`src/rtl/mem_bridge_pkg.sv`:
```
// Shared definitions for the memory bridge: FSM encoding, byte width and
// the wait-cycle range check.
package mem_bridge_pkg;

  localparam int BYTE_W   = 8;
  localparam int WAIT_W   = 4;
  localparam int WAIT_MAX = 15;

  typedef enum logic [2:0] {
    IDLE  = 3'd0,
    RD_LO = 3'd1,
    RD_HI = 3'd2,
    WR_LO = 3'd3,
    WR_HI = 3'd4,
    DONE  = 3'd5
  } state_t;

  function automatic bit wait_cycles_ok(input int w);
    return (w >= 0) && (w <= WAIT_MAX);
  endfunction

endpackage

```
`src/rtl/mem_wait_counter.sv`:
```
// Loadable down-counter that times SRAM beats; zero flags the last cycle
// of a beat.
module mem_wait_counter
  import mem_bridge_pkg::*;
(
  input  logic              CLK,
  input  logic              Reset,
  input  logic              load,
  input  logic              en,
  input  logic [WAIT_W-1:0] load_value,
  output logic              zero
);

  logic [WAIT_W-1:0] count;

  // NOTE: sequential state is only ever assigned with <= so every flop
  // samples pre-edge values regardless of block ordering.
  always_ff @(posedge CLK) begin
    if (Reset) begin
      count <= '0;
    end else if (load) begin
      count <= load_value;
    end else if (en && (count != '0)) begin
      count <= count - 1'b1;
    end
  end

  assign zero = (count == '0);

endmodule

```
`src/rtl/mem_bridge.sv`:
```
// Serves 16-bit word requests from the control FSM as two little-endian
// byte beats on an 8-bit synchronous SRAM, pulsing MemReady on completion.
module mem_bridge
  import mem_bridge_pkg::*;
#(
  parameter int ADDR_W      = 16,
  parameter int DATA_W      = 16,
  parameter int WAIT_CYCLES = 1
) (
  input  logic              CLK,
  input  logic              Reset,
  input  logic              MemRead,
  input  logic              MemWrite,
  input  logic [ADDR_W-1:0] Addr,
  input  logic [DATA_W-1:0] WrData,
  output logic [DATA_W-1:0] RdData,
  output logic              MemReady,
  output logic              Busy,
  output logic [ADDR_W:0]   sram_addr,
  output logic [BYTE_W-1:0] sram_wdata,
  input  logic [BYTE_W-1:0] sram_rdata,
  output logic              sram_we,
  output logic              sram_oe
);

  if (!wait_cycles_ok(WAIT_CYCLES) || (DATA_W != 2 * BYTE_W)) begin : g_bad_param
    $error("mem_bridge: WAIT_CYCLES must be 0..15 and DATA_W must be 16");
  end

  state_t              state;
  logic [ADDR_W-1:0]   addr_q;
  logic [BYTE_W-1:0]   data_hi_q;
  logic [BYTE_W-1:0]   rd_lo_q;
  logic                beat;
  logic                cnt_zero;

  assign beat = (state == RD_LO) || (state == RD_HI) ||
                (state == WR_LO) || (state == WR_HI);

  // Reloading whenever no beat is running guarantees a full count on entry.
  mem_wait_counter u_wait (
    .CLK        (CLK),
    .Reset      (Reset),
    .load       (!beat || cnt_zero),
    .en         (beat),
    .load_value (WAIT_W'(WAIT_CYCLES)),
    .zero       (cnt_zero)
  );

  always_ff @(posedge CLK) begin
    if (Reset) begin
      state      <= IDLE;
      addr_q     <= '0;
      data_hi_q  <= '0;
      rd_lo_q    <= '0;
      RdData     <= '0;
      MemReady   <= 1'b0;
      Busy       <= 1'b0;
      sram_addr  <= '0;
      sram_wdata <= '0;
      sram_we    <= 1'b0;
      sram_oe    <= 1'b0;
    end else begin
      MemReady <= 1'b0;
      case (state)
        IDLE: begin
          if (MemWrite) begin
            addr_q     <= Addr;
            data_hi_q  <= WrData[DATA_W-1:BYTE_W];
            sram_addr  <= {Addr, 1'b0};
            sram_wdata <= WrData[BYTE_W-1:0];
            sram_we    <= 1'b1;
            Busy       <= 1'b1;
            state      <= WR_LO;
          end else if (MemRead) begin
            addr_q    <= Addr;
            sram_addr <= {Addr, 1'b0};
            sram_oe   <= 1'b1;
            Busy      <= 1'b1;
            state     <= RD_LO;
          end
        end
        RD_LO: begin
          if (cnt_zero) begin
            rd_lo_q   <= sram_rdata;
            sram_addr <= {addr_q, 1'b1};
            state     <= RD_HI;
          end
        end
        RD_HI: begin
          // Both bytes land together so RdData only changes on completion.
          if (cnt_zero) begin
            RdData   <= {sram_rdata, rd_lo_q};
            sram_oe  <= 1'b0;
            MemReady <= 1'b1;
            state    <= DONE;
          end
        end
        WR_LO: begin
          if (cnt_zero) begin
            sram_addr  <= {addr_q, 1'b1};
            sram_wdata <= data_hi_q;
            state      <= WR_HI;
          end
        end
        WR_HI: begin
          if (cnt_zero) begin
            sram_we  <= 1'b0;
            MemReady <= 1'b1;
            state    <= DONE;
          end
        end
        DONE: begin
          Busy  <= 1'b0;
          state <= IDLE;
        end
        default: begin
          Busy    <= 1'b0;
          sram_we <= 1'b0;
          sram_oe <= 1'b0;
          state   <= IDLE;
        end
      endcase
    end
  end

endmodule
```
`config.mk`:
```
export PLATFORM = sky130hd
export DESIGN_NAME = mem_bridge
export DESIGN_NICKNAME = d
export VERILOG_FILES = /design/src/rtl/mem_bridge_pkg.sv /design/src/rtl/mem_wait_counter.sv /design/src/rtl/mem_bridge.sv
export SDC_FILE = /design/constraint.sdc
export NUM_CORES = 1
export LEC_CHECK = 0
export BUFFER_PORTS_ARGS = -buffer_cell sky130_fd_sc_hd__buf_2
export CAP_MARGIN = 15
export CORE_UTILIZATION = 40
export CTS_CLUSTER_DIAMETER = 40
export CTS_CLUSTER_SIZE = 24
export DETAILED_ROUTE_END_ITERATION = 8
export GPL_ROUTABILITY_DRIVEN = 0
export HOLD_SLACK_MARGIN = 0.15
export PLACE_DENSITY = 0.72
export SETUP_SLACK_MARGIN = 0.5
export SLEW_MARGIN = 20
export SYNTH_ARGS = -nofsm -noshare
export SYNTH_HDL_FRONTEND = slang
export SYNTH_SLANG_ARGS = --single-unit
```
`constraint.sdc`:
```
create_clock -name CLK -period 2.2 [get_ports CLK]
set_input_delay 0.66 -clock CLK [delete_from_list [all_inputs] [get_ports CLK]]
set_output_delay 0.66 -clock CLK [all_outputs]
set_load 0.02 [all_outputs]
```
==> results, run 1 <==
- The flow ran to the end, and the final reports show no timing, DRC or antenna violations.
- The largest stage delay on the critical path is 0.40 ns.
- The number of antenna diodes in the final layout is 0.
- sky130_fd_sc_hd__nand2_1 is the most common cell in the netlist.
- The share of layout cells above drive strength 1 is 32.0%.
- The vertical die dimension is 95.5 um.
- The total count of max-transition violations in the final report is 0.
- The clock transition at the registers of the reported paths is 0.09 ns.
- The first-pass detailed-route iteration total is 4.
- Detailed placement ended at an HPWL of 5540 um.
- The critical path endpoint category is a register.
- The area share of the largest cell type after synthesis is 48.1%.
- The count of boundary I/O pins is 89.
- Traced cell by cell, the critical path runs through buf_4 -> nor4b_4 -> a31o_4 -> nor2_1 -> a311oi_1.
- The worst reg2reg path startpoint is state[2].
- The number of global-route vias before repair is 3006.
- The mapped netlist covers 0.00349 sq mm.
- The number of H-tree levels is 3.
- The detailed router finished its first iteration with 128 violations.
- The combined global-route utilization of all metal layers is 19.3%.
- The final critical path takes up 73.9% of the cycle.
- The clock insertion delay at the later pin of the skew report is 0.35 ns.
- After synthesis, the netlist uses 37 different library cells.
- The worst-case clock buffer depth is 2.
- The static power due to leakage is 1.88 nW.
- The share of flip-flops with an asynchronous set or reset after synthesis is 0%.
- Static timing analysis puts the maximum clock frequency at 615 MHz.
- The most frequently used flop master after synthesis is sky130_fd_sc_hd__dfxtp_1.
- In this run the power density over the cells is 1430 mW/mm^2.
- The sum of overflow across all layers after global routing is 0.
- After synthesis, the cell types taking the most area are sky130_fd_sc_hd__dfxtp_1 (48%), sky130_fd_sc_hd__nand2_1 (13%), sky130_fd_sc_hd__a311oi_2 (6.9%).
- Yosys printed 0 warnings.
- The number of DRC violations after detailed routing is 0.
- The worst setup path is of the register to register kind.
- The initial antenna violation count came to 0.
- The remaining max-slew budget at the tightest pin is 55.7%.
- The net switching power is 2.69 mW.
- Counting instances in the post-synthesis netlist gives the leading cell types as sky130_fd_sc_hd__nand2_1 (125), sky130_fd_sc_hd__dfxtp_1 (84), sky130_fd_sc_hd__a21oi_1 (44), sky130_fd_sc_hd__nor2_1 (41), sky130_fd_sc_hd__a311oi_2 (16).
- The total of hold buffers inserted after clock tree synthesis is 0.
- In this run switching power makes up 43.0% of total power.
- The net count reported at finish is 550.
- The initialized floorplan defines 33 standard-cell rows.
- In this run, synthesis produced a sequential element count of 84.
- The part of the total power dissipated in the clock network is 16.2%.
- A synthesized cell averages 8.50 sq um.
- In the post-route analysis, the smallest setup slack over all paths is 0.574 ns.
- The largest net degree at the start of global routing is 32.
- The instance count of the mapped netlist is 411.
- The source of the critical timing path is state[2].
- The internal power consumption is 3.57 mW.
- Among all stages on the critical path, the largest delay is contributed by sky130_fd_sc_hd__nor4b_4.
- The path type of the worst min-delay path is register to register.
- The largest voltage drop on the vdd net is 0.524 mV.
- The largest fanout on the critical path is 10.
- Data on the critical path is required at its endpoint by 2.45 ns.
- The part of the power in combinational logic is 49.4%.
- The TritonCTS clock tree is built.
- In this run the remaining antenna-violating nets after routing total 0.
- The time the worst path needs with I/O delays and setup is 1.63 ns.
- Timing analysis after detailed placement gives a worst setup slack of 0.134 ns.
- Setup repair after global routing left no endpoint under its margin.
- The relative contribution of sequential cells to total power is 34.5%.
- The region available for standard cell placement spans 0.00834 sq mm.
- The number of enable-type register cells in the synthesized netlist is 0.
- The initial core utilization is 41.9%.
- The wire length of the first global-routing pass is 13700 um.
- The number of max-cap violations is 0.
- For the pin with the worst max-slew slack, the measured transition is 0.662 ns.
- Summed over all instances, the cell type with the most area after synthesis is sky130_fd_sc_hd__dfxtp_1.
- In this run the horizontal extent of the chip is 95.5 um.
- The startpoint identified for the worst hold timing path is RdData[5].
- The root buffer cell is sky130_fd_sc_hd__clkbuf_8.
- The die covers 0.00911 sq mm.
- The total of endpoints with negative setup slack in the final report is 0.
- The routed wire length is 8410 um.
- The sort of element at the start of the critical path is a register.
- The average routed wire per standard cell is 13.7 um.
- Clock skew on the completed layout was measured at 0.0118 ns.
- The hold violation total from the final report is 0.
- The net count after synthesis is 456.
- For this block, the via count after detailed routing is 3140.
- The area added between synthesis and finish is 25.6%.
- The average via count per standard cell is 5.11.
- STA puts the critical path data arrival time at 1.88 ns.
- The share of the Yosys chip area taken by registers is 48.1%.
- Port buffering added 88 buffers.
- The TritonCTS buffer count is 9.
- After filler insertion, the fill cell instance count of the layout stands at 794.
- After routing, the total negative slack on setup checks comes to 0 ns.
- For this design, the sink count on the clock tree is 84.
==> cell usage in the layout (no fill, tap or decap), types with 2 or more instances in the layout <==
| cell | netlist | routed |
|---|---|---|
| sky130_fd_sc_hd__a211oi_1 | 2 | 2 |
| sky130_fd_sc_hd__a21oi_1 | 44 | 44 |
| sky130_fd_sc_hd__a311oi_1 | 8 | 8 |
| sky130_fd_sc_hd__a311oi_2 | 16 | 16 |
| sky130_fd_sc_hd__and3_1 | 2 | 2 |
| sky130_fd_sc_hd__buf_12 | 0 | 2 |
| sky130_fd_sc_hd__buf_2 | 10 | 88 |
| sky130_fd_sc_hd__buf_4 | 2 | 20 |
| sky130_fd_sc_hd__clkbuf_8 | 0 | 9 |
| sky130_fd_sc_hd__clkinv_4 | 0 | 3 |
| sky130_fd_sc_hd__dfxtp_1 | 84 | 84 |
| sky130_fd_sc_hd__inv_1 | 3 | 2 |
| sky130_fd_sc_hd__inv_6 | 0 | 3 |
| sky130_fd_sc_hd__mux2i_1 | 9 | 9 |
| sky130_fd_sc_hd__nand2_1 | 125 | 125 |
| sky130_fd_sc_hd__nand3_1 | 12 | 11 |
| sky130_fd_sc_hd__nor2_1 | 41 | 39 |
| sky130_fd_sc_hd__nor2_2 | 0 | 2 |
| sky130_fd_sc_hd__nor3_1 | 8 | 8 |
| sky130_fd_sc_hd__nor4b_4 | 2 | 2 |
| sky130_fd_sc_hd__o21ai_0 | 4 | 4 |
| sky130_fd_sc_hd__o2bb2ai_4 | 1 | 3 |
| sky130_fd_sc_hd__xnor2_1 | 3 | 3 |
==> critical path, delay by kind of cell, from the launching register on <==
family | cells | cell delay [ns]
AO/OA/AOI/OAI | 2 | 0.48
AND/OR/NAND/NOR | 2 | 0.46
flip-flops | 1 | 0.38
buffers and inverters | 1 | 0.21
==> final cells by class <==
cell class	instances	area [sq um]	area share, %
multi-input cells	296	1740	39.6
flip-flops and latches	84	1680	38.3
repair buffers	111	642	14.6
well taps	105	131	2.99
clock buffers	9	124	2.82
clock inverters	7	57.6	1.31
inverters	3	11.3	0.257
==> flip-flops by register name, indices dropped and copies added, names as in the netlist, 3 cells and up <==
signal        flops
data_hi_q         8
u_wait.count      4
rd_lo_q           8
addr_q           16
sram_wdata        8
sram_addr        17
RdData           16
state             3
==> layer usage <==
layer	vias to the layer above	routed length (um)	part of all wire, %	GRT usage [%]
li1	1589	-	-	-
met1	1450	3610	43	22.8
met2	91	4070	48	33.8
met3	10	639	7.6	6.06
met4	0	89	1.1	4.85
met5	-	0	0	0
==> per-stage QoR <==
step                      util (%)  instances  hold WS [ns]  cell area, sq um  power (mW)
after detailed placement      48.5        590         0.445              4050        4.88
after CTS                     52.0        614         0.459              4340        6.21
after global placement        48.5        590         0.441              4050        4.80
after floorplan                  -        411         0.432              3510        4.28
after global routing          52.6        615         0.477              4390        6.70
final                         52.6        615         0.458              4390        6.26
==> kinds of logic after synthesis <==
logic type                 Yosys count  share of synthesized area (%)
DFF                                 84                           48.1
and+or+nand+nor                    199                           24.5
muxes                                9                           2.58
adders and majority gates            1                          0.358
xor gates and xnor gates             3                          0.752
AOI/OAI and AO/OA                   81                           18.6
buffers and inverters               34                           5.12
==> power groups by stage <==
stage	clock [mW]	combinational (mW)	sequential, mW
floorplan	0	1.85	2.44
global placement	0	2.62	2.17
detailed placement	0	2.69	2.19
CTS	1.05	3.01	2.16
global route	1.11	3.38	2.21
finish	1.01	3.09	2.16
==> final timing paths <==
check	depth (start not counted)	to	slack (ns)
setup / recovery	5	sram_wdata[7]	0.57
hold / removal	2	RdData[5]	0.46
setup reg to reg	5	sram_wdata[7]	0.57
hold reg to reg	2	RdData[5]	0.46
==> repair_timing <==
action / in CTS / in global routing
setup buffers: 5 / 1
cloned: 3 / 0
endpoints found under the setup margin: 25 / 47
pin swaps: 3 / 0
resized for setup: 4 / 7
(Power assumes the default switching activity.)
==> inputs of run 2 (changes only) <==
- PLACE_DENSITY: 0.72 -> 0.74
- clock period: 2.2 -> 1.4 ns (I/O delays scaled with it)
==> run 2 against run 1 <==
  * The run now ends with negative setup slack left
  * Via count rose by 16%
  * Utilization rose by 21 points
  * Worst setup slack got worse by 0.79 ns
  * Non-clock buffer count rose by 76
  * Fmax rose by 0.73%
  * Combinational power rose to 2.7 times the previous value
  * Critical path depth rose by 3
  * Hold slack got worse by 0.16 ns
  * Global-route usage rose by 3.8 points
  * Clock skew fell by 0.0029 ns
  * Critical endpoint is now sram_addr[12]
  * Largest cell class unchanged
==> results, run 2 (synthesized netlist as in run 1, its figures left out) <==
- The run finished, with violations left.
- The final reports fail on negative setup slack.
- The average routed wire per standard cell is 16.4 um.
- The largest registers in the layout are sram_addr x17, RdData x16, addr_q x16.
- In this run the power spent charging and discharging nets is 5.49 mW.
- The worst setup path is of the register to register kind.
- In this run the tightest slew margin relative to its limit is 77.1%.
- Of the cells placed in the final design, the portion with a size suffix greater than 1 is 68.5%.
- The total buffers and inverters traversed by the critical path is 3.
- The clock transition at the registers of the reported paths is 0.09 ns.
- The post-placement worst setup slack is -0.213 ns.
- The total power draw is 13.7 mW.
- Relative to the synthesized area, the layout overhead comes to 74.7%.
- The total count of max-transition violations in the final report is 0.
- Counting buffers and inverters, the worst setup path is 8 cells deep.
- Of the total power, registers draw 26.6%.
- The average via count per standard cell is 5.30.
- The static power due to leakage is 2.64 nW.
- The most common cell after layout, fill and taps aside is sky130_fd_sc_hd__nand2_1.
- The standard cell with the maximum stage delay on the critical path is sky130_fd_sc_hd__dfxtp_2.
- The first detailed-routing pass ran for 4 iterations.
- The number of antenna diodes in the final layout is 0.
- In the routed design, unresolved DRC markers number 0.
- The number of global-route vias before repair is 3562.
- The number of max-cap violations is 0.
- At the worst endpoint, the required time is 1.65 ns.
- The initial utilization of the core area, before any placement, comes to 41.9%.
- The die span in x is 95.5 um.
- The largest fanout on the critical path is 12.
- Measured in cells, the most critical reg-to-reg path has a length of 8.
- The worst-case clock buffer depth is 2.
- Wires add up to 11300 um.
- The post-DP HPWL is 5900 um.
- The number of nets still failing antenna checks after routing is 0.
- The final setup slack of the worst path is -0.214 ns.
- Setup repair after global routing could not meet its margin everywhere.
- The internal power consumption is 8.24 mW.
- The floorplan has 33 rows.
- The violation count after the first detailed-route iteration is 169.
- The actual transition at the worst max-transition pin is 0.342 ns.
- The ratio of total power to cell area is 2250 mW/mm^2.
- Traced cell by cell, the critical path runs through inv_2 -> ha_4 -> nor4b_4 -> buf_6 -> o2bb2ai_4 -> buf_12 -> nor2_2 -> a311oi_2.
- The number of sinks handled by clock tree synthesis is 84.
- The tree is rooted in a sky130_fd_sc_hd__clkbuf_8.
- Setup total negative slack on the finished layout was measured at -6.03 ns.
- The library cells used most frequently in the layout, excluding fill and tap cells, are sky130_fd_sc_hd__nand2_1 (86), sky130_fd_sc_hd__buf_4 (72), sky130_fd_sc_hd__buf_6 (57).
- The path type of the worst min-delay path is input port to register.
- After global routing the overflow that remains totals 0.
- Along the worst hold path, the cell count comes to 3.
- The number of vias in the routed layout is 3655.
- In this run switching power makes up 40.0% of total power.
- The part of the total power dissipated in the clock network is 13.6%.
- The initial antenna violation count came to 0.
- The endpoint arrival time on the critical path is 1.86 ns.
- CTS built an H-tree with a depth of 3.
- The flop-to-flop setup slack is -0.21 ns.
- The hold violation total from the final report is 0.
- The cell total after placement is 610.
- The post-layout instance area is 0.00610 sq mm.
- The top achievable clock speed is 620 MHz.
- The later pin in the worst-skew pair is clocked with a latency of 0.35 ns.
- The number of port buffers is 88.
- The placeable core region is 0.00834 sq mm.
- The worst-case IR drop observed on VDD is 0.903 mV.
- The register with the most flip-flops in the final layout is sram_addr.
- The time the worst path needs with I/O delays and setup is 1.61 ns.
- Setup violations remaining at the end of the flow were counted as 70.
- The first global-routing pass estimated 16200 um of wire.
- The flip-flop count of the largest register after layout is 17.
- The worst clock skew is 0.00886 ns.
- The count of boundary I/O pins is 89.
- For this run, the post-layout net count is 624.
- The die covers 0.00911 sq mm.
- The largest delay contributor family on the critical path is buffers and inverters.
- The post-route fraction of the period consumed by the critical path is 115%.
- Of the total power, combinational logic draws 59.8%.
- The largest single stage delay on the critical path is 0.33 ns.
- Global routing used 23.1% of the available tracks across all layers.
- The critical path endpoint category is a register.
- The TritonCTS buffer count is 9.
- The worst setup path is launched from a register.
- The largest net degree at the start of global routing is 46.
- The TritonCTS clock tree is built.
- The vertical die dimension is 95.5 um.
- After detailed placement, the total cell area comes to 0.00436 sq mm.
- The total of hold buffers inserted after clock tree synthesis is 0.
- The count of non-filler cells in the finished layout is 689.
run 2: cell count changes in the layout (fill, tap and decap cells not counted), moves of 12 or more:
cell / before / now
sky130_fd_sc_hd__nor2_2: 2 / 17
sky130_fd_sc_hd__buf_6: 1 / 57
sky130_fd_sc_hd__dfxtp_2: 0 / 46
sky130_fd_sc_hd__a21oi_2: 0 / 31
sky130_fd_sc_hd__nand2_4: 1 / 28
sky130_fd_sc_hd__buf_4: 20 / 72
sky130_fd_sc_hd__buf_2: 88 / 43
sky130_fd_sc_hd__nor2_1: 39 / 17
sky130_fd_sc_hd__a21oi_1: 44 / 13
sky130_fd_sc_hd__nand2_2: 1 / 13
sky130_fd_sc_hd__dfxtp_1: 84 / 34
sky130_fd_sc_hd__nand2_1: 125 / 86
run 2: timing repair:
action | in CTS | in global routing
gates resized for setup | 236 | 64
gates cloned | 4 | 1
setup endpoints to repair | 129 | 129
pin swaps | 61 | 32
setup buffers | 37 | 21
run 2: power by group through the flow:
stage               Sequential (mW)  Clock (mW)  Combinational (mW)
floorplan                      3.87           0                3.26
global placement               3.47           0                5.02
detailed placement             3.50           0                5.17
CTS                            3.60        1.88                7.06
global route                   3.71        2.00                8.71
finish                         3.65        1.87                8.21
run 2: worst reg2reg max path, stage by stage, from the launching register on:
cell                        delay (ns)
sky130_fd_sc_hd__dfxtp_2          0.33
sky130_fd_sc_hd__inv_2            0.06
sky130_fd_sc_hd__ha_4             0.14
sky130_fd_sc_hd__nor4b_4          0.21
sky130_fd_sc_hd__buf_6            0.17
sky130_fd_sc_hd__o2bb2ai_4        0.15
sky130_fd_sc_hd__buf_12           0.18
sky130_fd_sc_hd__nor2_2           0.06
sky130_fd_sc_hd__a311oi_2         0.21
run 2: cell type report:
type	count	area [sq um]
Tap cell	105	131
Clock inverter	4	53.8
Fill cell	549	2240
Multi-Input combinational cell	294	2270
Sequential cell	84	1750
Clock buffer	12	165
Timing Repair Buffer	187	1720
Inverter	3	11.3
run 2: path summary, 6_finish.rpt:
check / to / from
worst max-delay path: sram_addr[12] / u_wait.count[0]
worst max register to register: sram_addr[12] / u_wait.count[0]
worst min register to register: addr_q[15] / addr_q[15]
worst min-delay path: data_hi_q[2] / WrData[10]
run 2: per-stage QoR:
stage	hold slack, ns	utilization, %
6_report	0.294	73.2
4_1_cts	0.291	67.7
2_1_floorplan	0.432	-
5_1_grt	0.293	73.2
3_3_place_gp	0.441	52.3
3_5_place_dp	0.449	52.3
run 2: layer usage:
| metal | track usage [%] | vias up | wire length (um) |
|---|---|---|---|
| li1 | - | 1739 | - |
| met1 | 25.3 | 1760 | 4370 |
| met2 | 41.7 | 126 | 6030 |
| met3 | 5.74 | 30 | 617 |
| met4 | 10.9 | 0 | 306 |
| met5 | 0 | - | 0 |
==> inputs of run 3 (changes only) <==
- CTS_BUF_LIST: unset -> sky130_fd_sc_hd__clkbuf_4 sky130_fd_sc_hd__clkbuf_8 sky130_fd_sc_hd__clkbuf_16
- SETUP_SLACK_MARGIN: 0.5 -> 0.15
==> run 3 against run 2 <==
  * The flow still finishes with violations (negative setup slack)
  * Largest cell class unchanged
  * Non-clock buffer count is 16 lower
  * Worst setup slack worse by 0.023 ns
  * Routed wire length is 9.5% lower
  * Design area is 6.4% lower
  * Clock skew is 0.0050 ns higher
  * Combinational power is 8.4% lower
  * Register-to-register slack worse by 0.02 ns
  * Clock power is 4% higher
  * Critical path type unchanged
  * Critical path depth is 1 higher
  * First-iteration DRC count is 22% lower
  * Sequential power is 2% lower
==> results, run 3 (synthesized netlist as in run 1, its figures left out) <==
- The run finished, with violations left.
- The checks that failed: negative setup slack.
- After layout, the worst path uses 117% of the clock period.
- TritonCTS built the clock tree.
- Port buffering added 88 buffers.
- In the layout the commonest cells are sky130_fd_sc_hd__nand2_1 (115), sky130_fd_sc_hd__buf_6 (57), sky130_fd_sc_hd__buf_4 (56).
- The startpoint identified for the worst register-to-register timing path is u_wait.count[0].
- Using the TritonRoute via totals, the vias-per-cell ratio works out to 5.27.
- Between clock sinks in the finished design, the worst skew comes to 0.0139 ns.
- The largest voltage drop on the vdd net is 0.931 mV.
- The total area inside the core boundary comes to 0.00834 sq mm.
- The routed wire length is 10200 um.
- The clock insertion delay at the later pin of the skew report is 0.35 ns.
- The flip-flop count of the largest register after layout is 17.
- For this run, the detailed router's first-pass iteration total came to 4.
- The net count reported at finish is 608.
- In this run the critical register-to-register path is captured at sram_wdata[3].
- The time the worst path needs with I/O delays and setup is 1.64 ns.
- Final hold analysis gives a worst-case slack of 0.300 ns.
- For this configuration, the core starts out at a cell density of 41.9%.
- STA puts the critical path data required time at 1.66 ns.
- The number of antenna diodes in the final layout is 0.
- The sum of overflow across all layers after global routing is 0.
- Detailed routing inserted a total of 3544 vias.
- Excluding fillers, the count of instances in the completed layout stands at 673.
- The largest net degree at the start of global routing is 33.
- Counting the buffers created by CTS gives 9.
- The hold violation total from the final report is 0.
- The initial antenna violation count is 0.
- For this design the ratio of total power to cell area is 2290 mW/mm^2.
- The wire length of the first global-routing pass is 15300 um.
- The total of hold buffers inserted after clock tree synthesis is 0.
- The number of global-route vias before repair is 3358.
- Measured in cells, the most critical reg-to-reg path has a length of 9.
- The critical path endpoint category is a register.
- The clock passes through at most 2 buffers.
- The initialized floorplan defines 33 standard-cell rows.
- At the worst endpoint, the arrival time is 1.90 ns.
- The floorplan step defined a die boundary enclosing 0.00911 sq mm.
- Sequential cells burn 27.4% of the power.
- The internal power consumption is 8.01 mW.
- The global routing usage on met2 is 38.7%.
- The count of boundary I/O pins is 89.
- The total of endpoints with negative setup slack in the final report is 73.
- Along the worst path, the maximum fanout reaches 6.
- Net switching is 38.7% of the power.
- The actual transition at the worst max-transition pin is 0.504 ns.
- The layer with the highest usage after global routing is met2.
- The worst hold path was traced through 3 stages.
- The largest registers in the layout are sram_addr x17, RdData x16, addr_q x16.
- In the final routed layout, each cell accounts on average for 15.2 um.
- The static power due to leakage is 2.40 nW.
- Relative to the synthesized area, the layout overhead comes to 63.5%.
- Tracing the worst setup path back leads to its startpoint at u_wait.count[0].
- The library cell used most frequently in the layout, excluding fill and tap cells, is sky130_fd_sc_hd__nand2_1.
- The number of nets still failing antenna checks after routing is 0.
- Global routing consumed, on the met3 layer, 6.06% of the routing resources.
- Across all setup checks in the final design, the least slack found is -0.237 ns.
- Across the run, the number of max-cap violations was 0.
- The worst pin sits at a relative slew slack of 66.3%.
- The number of H-tree levels is 3.
- In this run the most critical hold path is launched from WrData[9].
- The part of the power in combinational logic is 57.6%.
- Detailed placement finished with a half-perimeter wire length of 5910 um.
- For hold timing, the worst endpoint is data_hi_q[1].
- The sort of element at the start of the critical path is a register.
- The number of sinks handled by clock tree synthesis is 84.
- The largest register by flop count is sram_addr.
- Of the total power, the clock network draws 15.0%.
- Summed over all nets, the switching power comes to 5.05 mW.
- The path type of the worst min-delay path is input port to register.
- The vertical die dimension is 95.5 um.
- The total power draw is 13.1 mW.
- Setup repair after global routing could not meet its margin everywhere.
- In the global route stage, met1 resource usage came out at 25.3%.
- The number of DRC violations after detailed routing is 0.
- The worst setup path is of the register to register kind.
- The share of layout cells above drive strength 1 is 58.6%.
- The total count of max-transition violations in the final report is 0.
- The top achievable clock speed is 611 MHz.
- Across every metal layer, demand over resource in global routing totals 21.9%.
- From left edge to right edge, the die measures 95.5 um.
- The clock transition at the registers of the reported paths is 0.09 ns.
- After detailed placement, the design holds a cell count of 611.
- The root buffer cell is sky130_fd_sc_hd__clkbuf_8.
- The violation count after the first detailed-route iteration is 132.
- The flop-to-flop setup slack is -0.24 ns.
==> run 3: cell types whose count changed in the layout (fill, tap and decap cells not counted), moves of 5 or more <==
cell                      previous run  this run
sky130_fd_sc_hd__nand2_4            28         5
sky130_fd_sc_hd__nor2_1             17        22
sky130_fd_sc_hd__buf_4              72        56
sky130_fd_sc_hd__nand2_2            13         7
sky130_fd_sc_hd__nand2_1            86       115
sky130_fd_sc_hd__a21oi_1            13        24
sky130_fd_sc_hd__a21oi_2            31        20
==> run 3: metrics by stage <==
| stage | utilization [%] | setup slack (ns) | area, sq um | setup TNS [ns] |
|---|---|---|---|---|
| 2_1_floorplan | - | -0.0868 | 3650 | -1.47 |
| 3_3_place_gp | 52.5 | -0.165 | 4380 | -5.42 |
| 3_5_place_dp | 52.5 | -0.259 | 4380 | -8.70 |
| 4_1_cts | 64.0 | -0.224 | 5340 | -8.68 |
| 5_1_grt | 68.5 | -0.320 | 5710 | -16.81 |
| 6_report | 68.5 | -0.237 | 5710 | -10.70 |
==> run 3: layout make-up <==
cell class              count  area, sq um
multi-input cells         294         1990
flip-flops and latches     84         1750
clock inverters             6         87.6
repair buffers            171         1610
inverters                   3         11.3
well taps                 105          131
clock buffers              10          138
fillers                   597         2630
==> run 3: power by group through the flow <==
stage / combinational [mW] / sequential, mW / clock, mW
after detailed placement: 5.23 / 3.47 / 0
after CTS: 6.67 / 3.54 / 1.97
final: 7.52 / 3.58 / 1.95
after global routing: 8.04 / 3.65 / 2.11
after floorplan: 3.25 / 3.87 / 0
after global placement: 5.09 / 3.44 / 0
==> run 3: timing repair <==
item	CTS	global route
resized for setup	166	57
pin swaps	22	16
endpoints found under the setup margin	129	129
buffers inserted	23	19
cloned	4	0
==> run 3: how the worst max path moves through the flow <==
| stage | end | slack, ns | cells past startpoint |
|---|---|---|---|
| 2_1_floorplan | sram_wdata[5] | -0.09 | 6 |
| 3_3_place_gp | sram_addr[10] | -0.17 | 8 |
| 3_5_place_dp | sram_addr[2] | -0.26 | 8 |
| 4_1_cts | sram_addr[10] | -0.22 | 8 |
| 5_1_grt | sram_addr[13] | -0.32 | 8 |
| 6_report | sram_wdata[3] | -0.24 | 9 |
==> run 3: metal layers <==
metal  part of all wire (%)  wire (um)
met1                     41       4150
met2                     51       5240
met3                    5.8        591
met4                    2.5        261
met5                      0          0
==> run 3: critical path: stages (launching register included) <==
cell and delay (ns):
sky130_fd_sc_hd__dfxtp_2 0.33, sky130_fd_sc_hd__inv_2 0.07, sky130_fd_sc_hd__ha_4 0.13, sky130_fd_sc_hd__nor4b_4 0.20, sky130_fd_sc_hd__buf_4 0.16, sky130_fd_sc_hd__buf_6 0.10, sky130_fd_sc_hd__a31o_4 0.22, sky130_fd_sc_hd__buf_6 0.12
sky130_fd_sc_hd__nor2_2 0.03, sky130_fd_sc_hd__a311oi_2 0.18
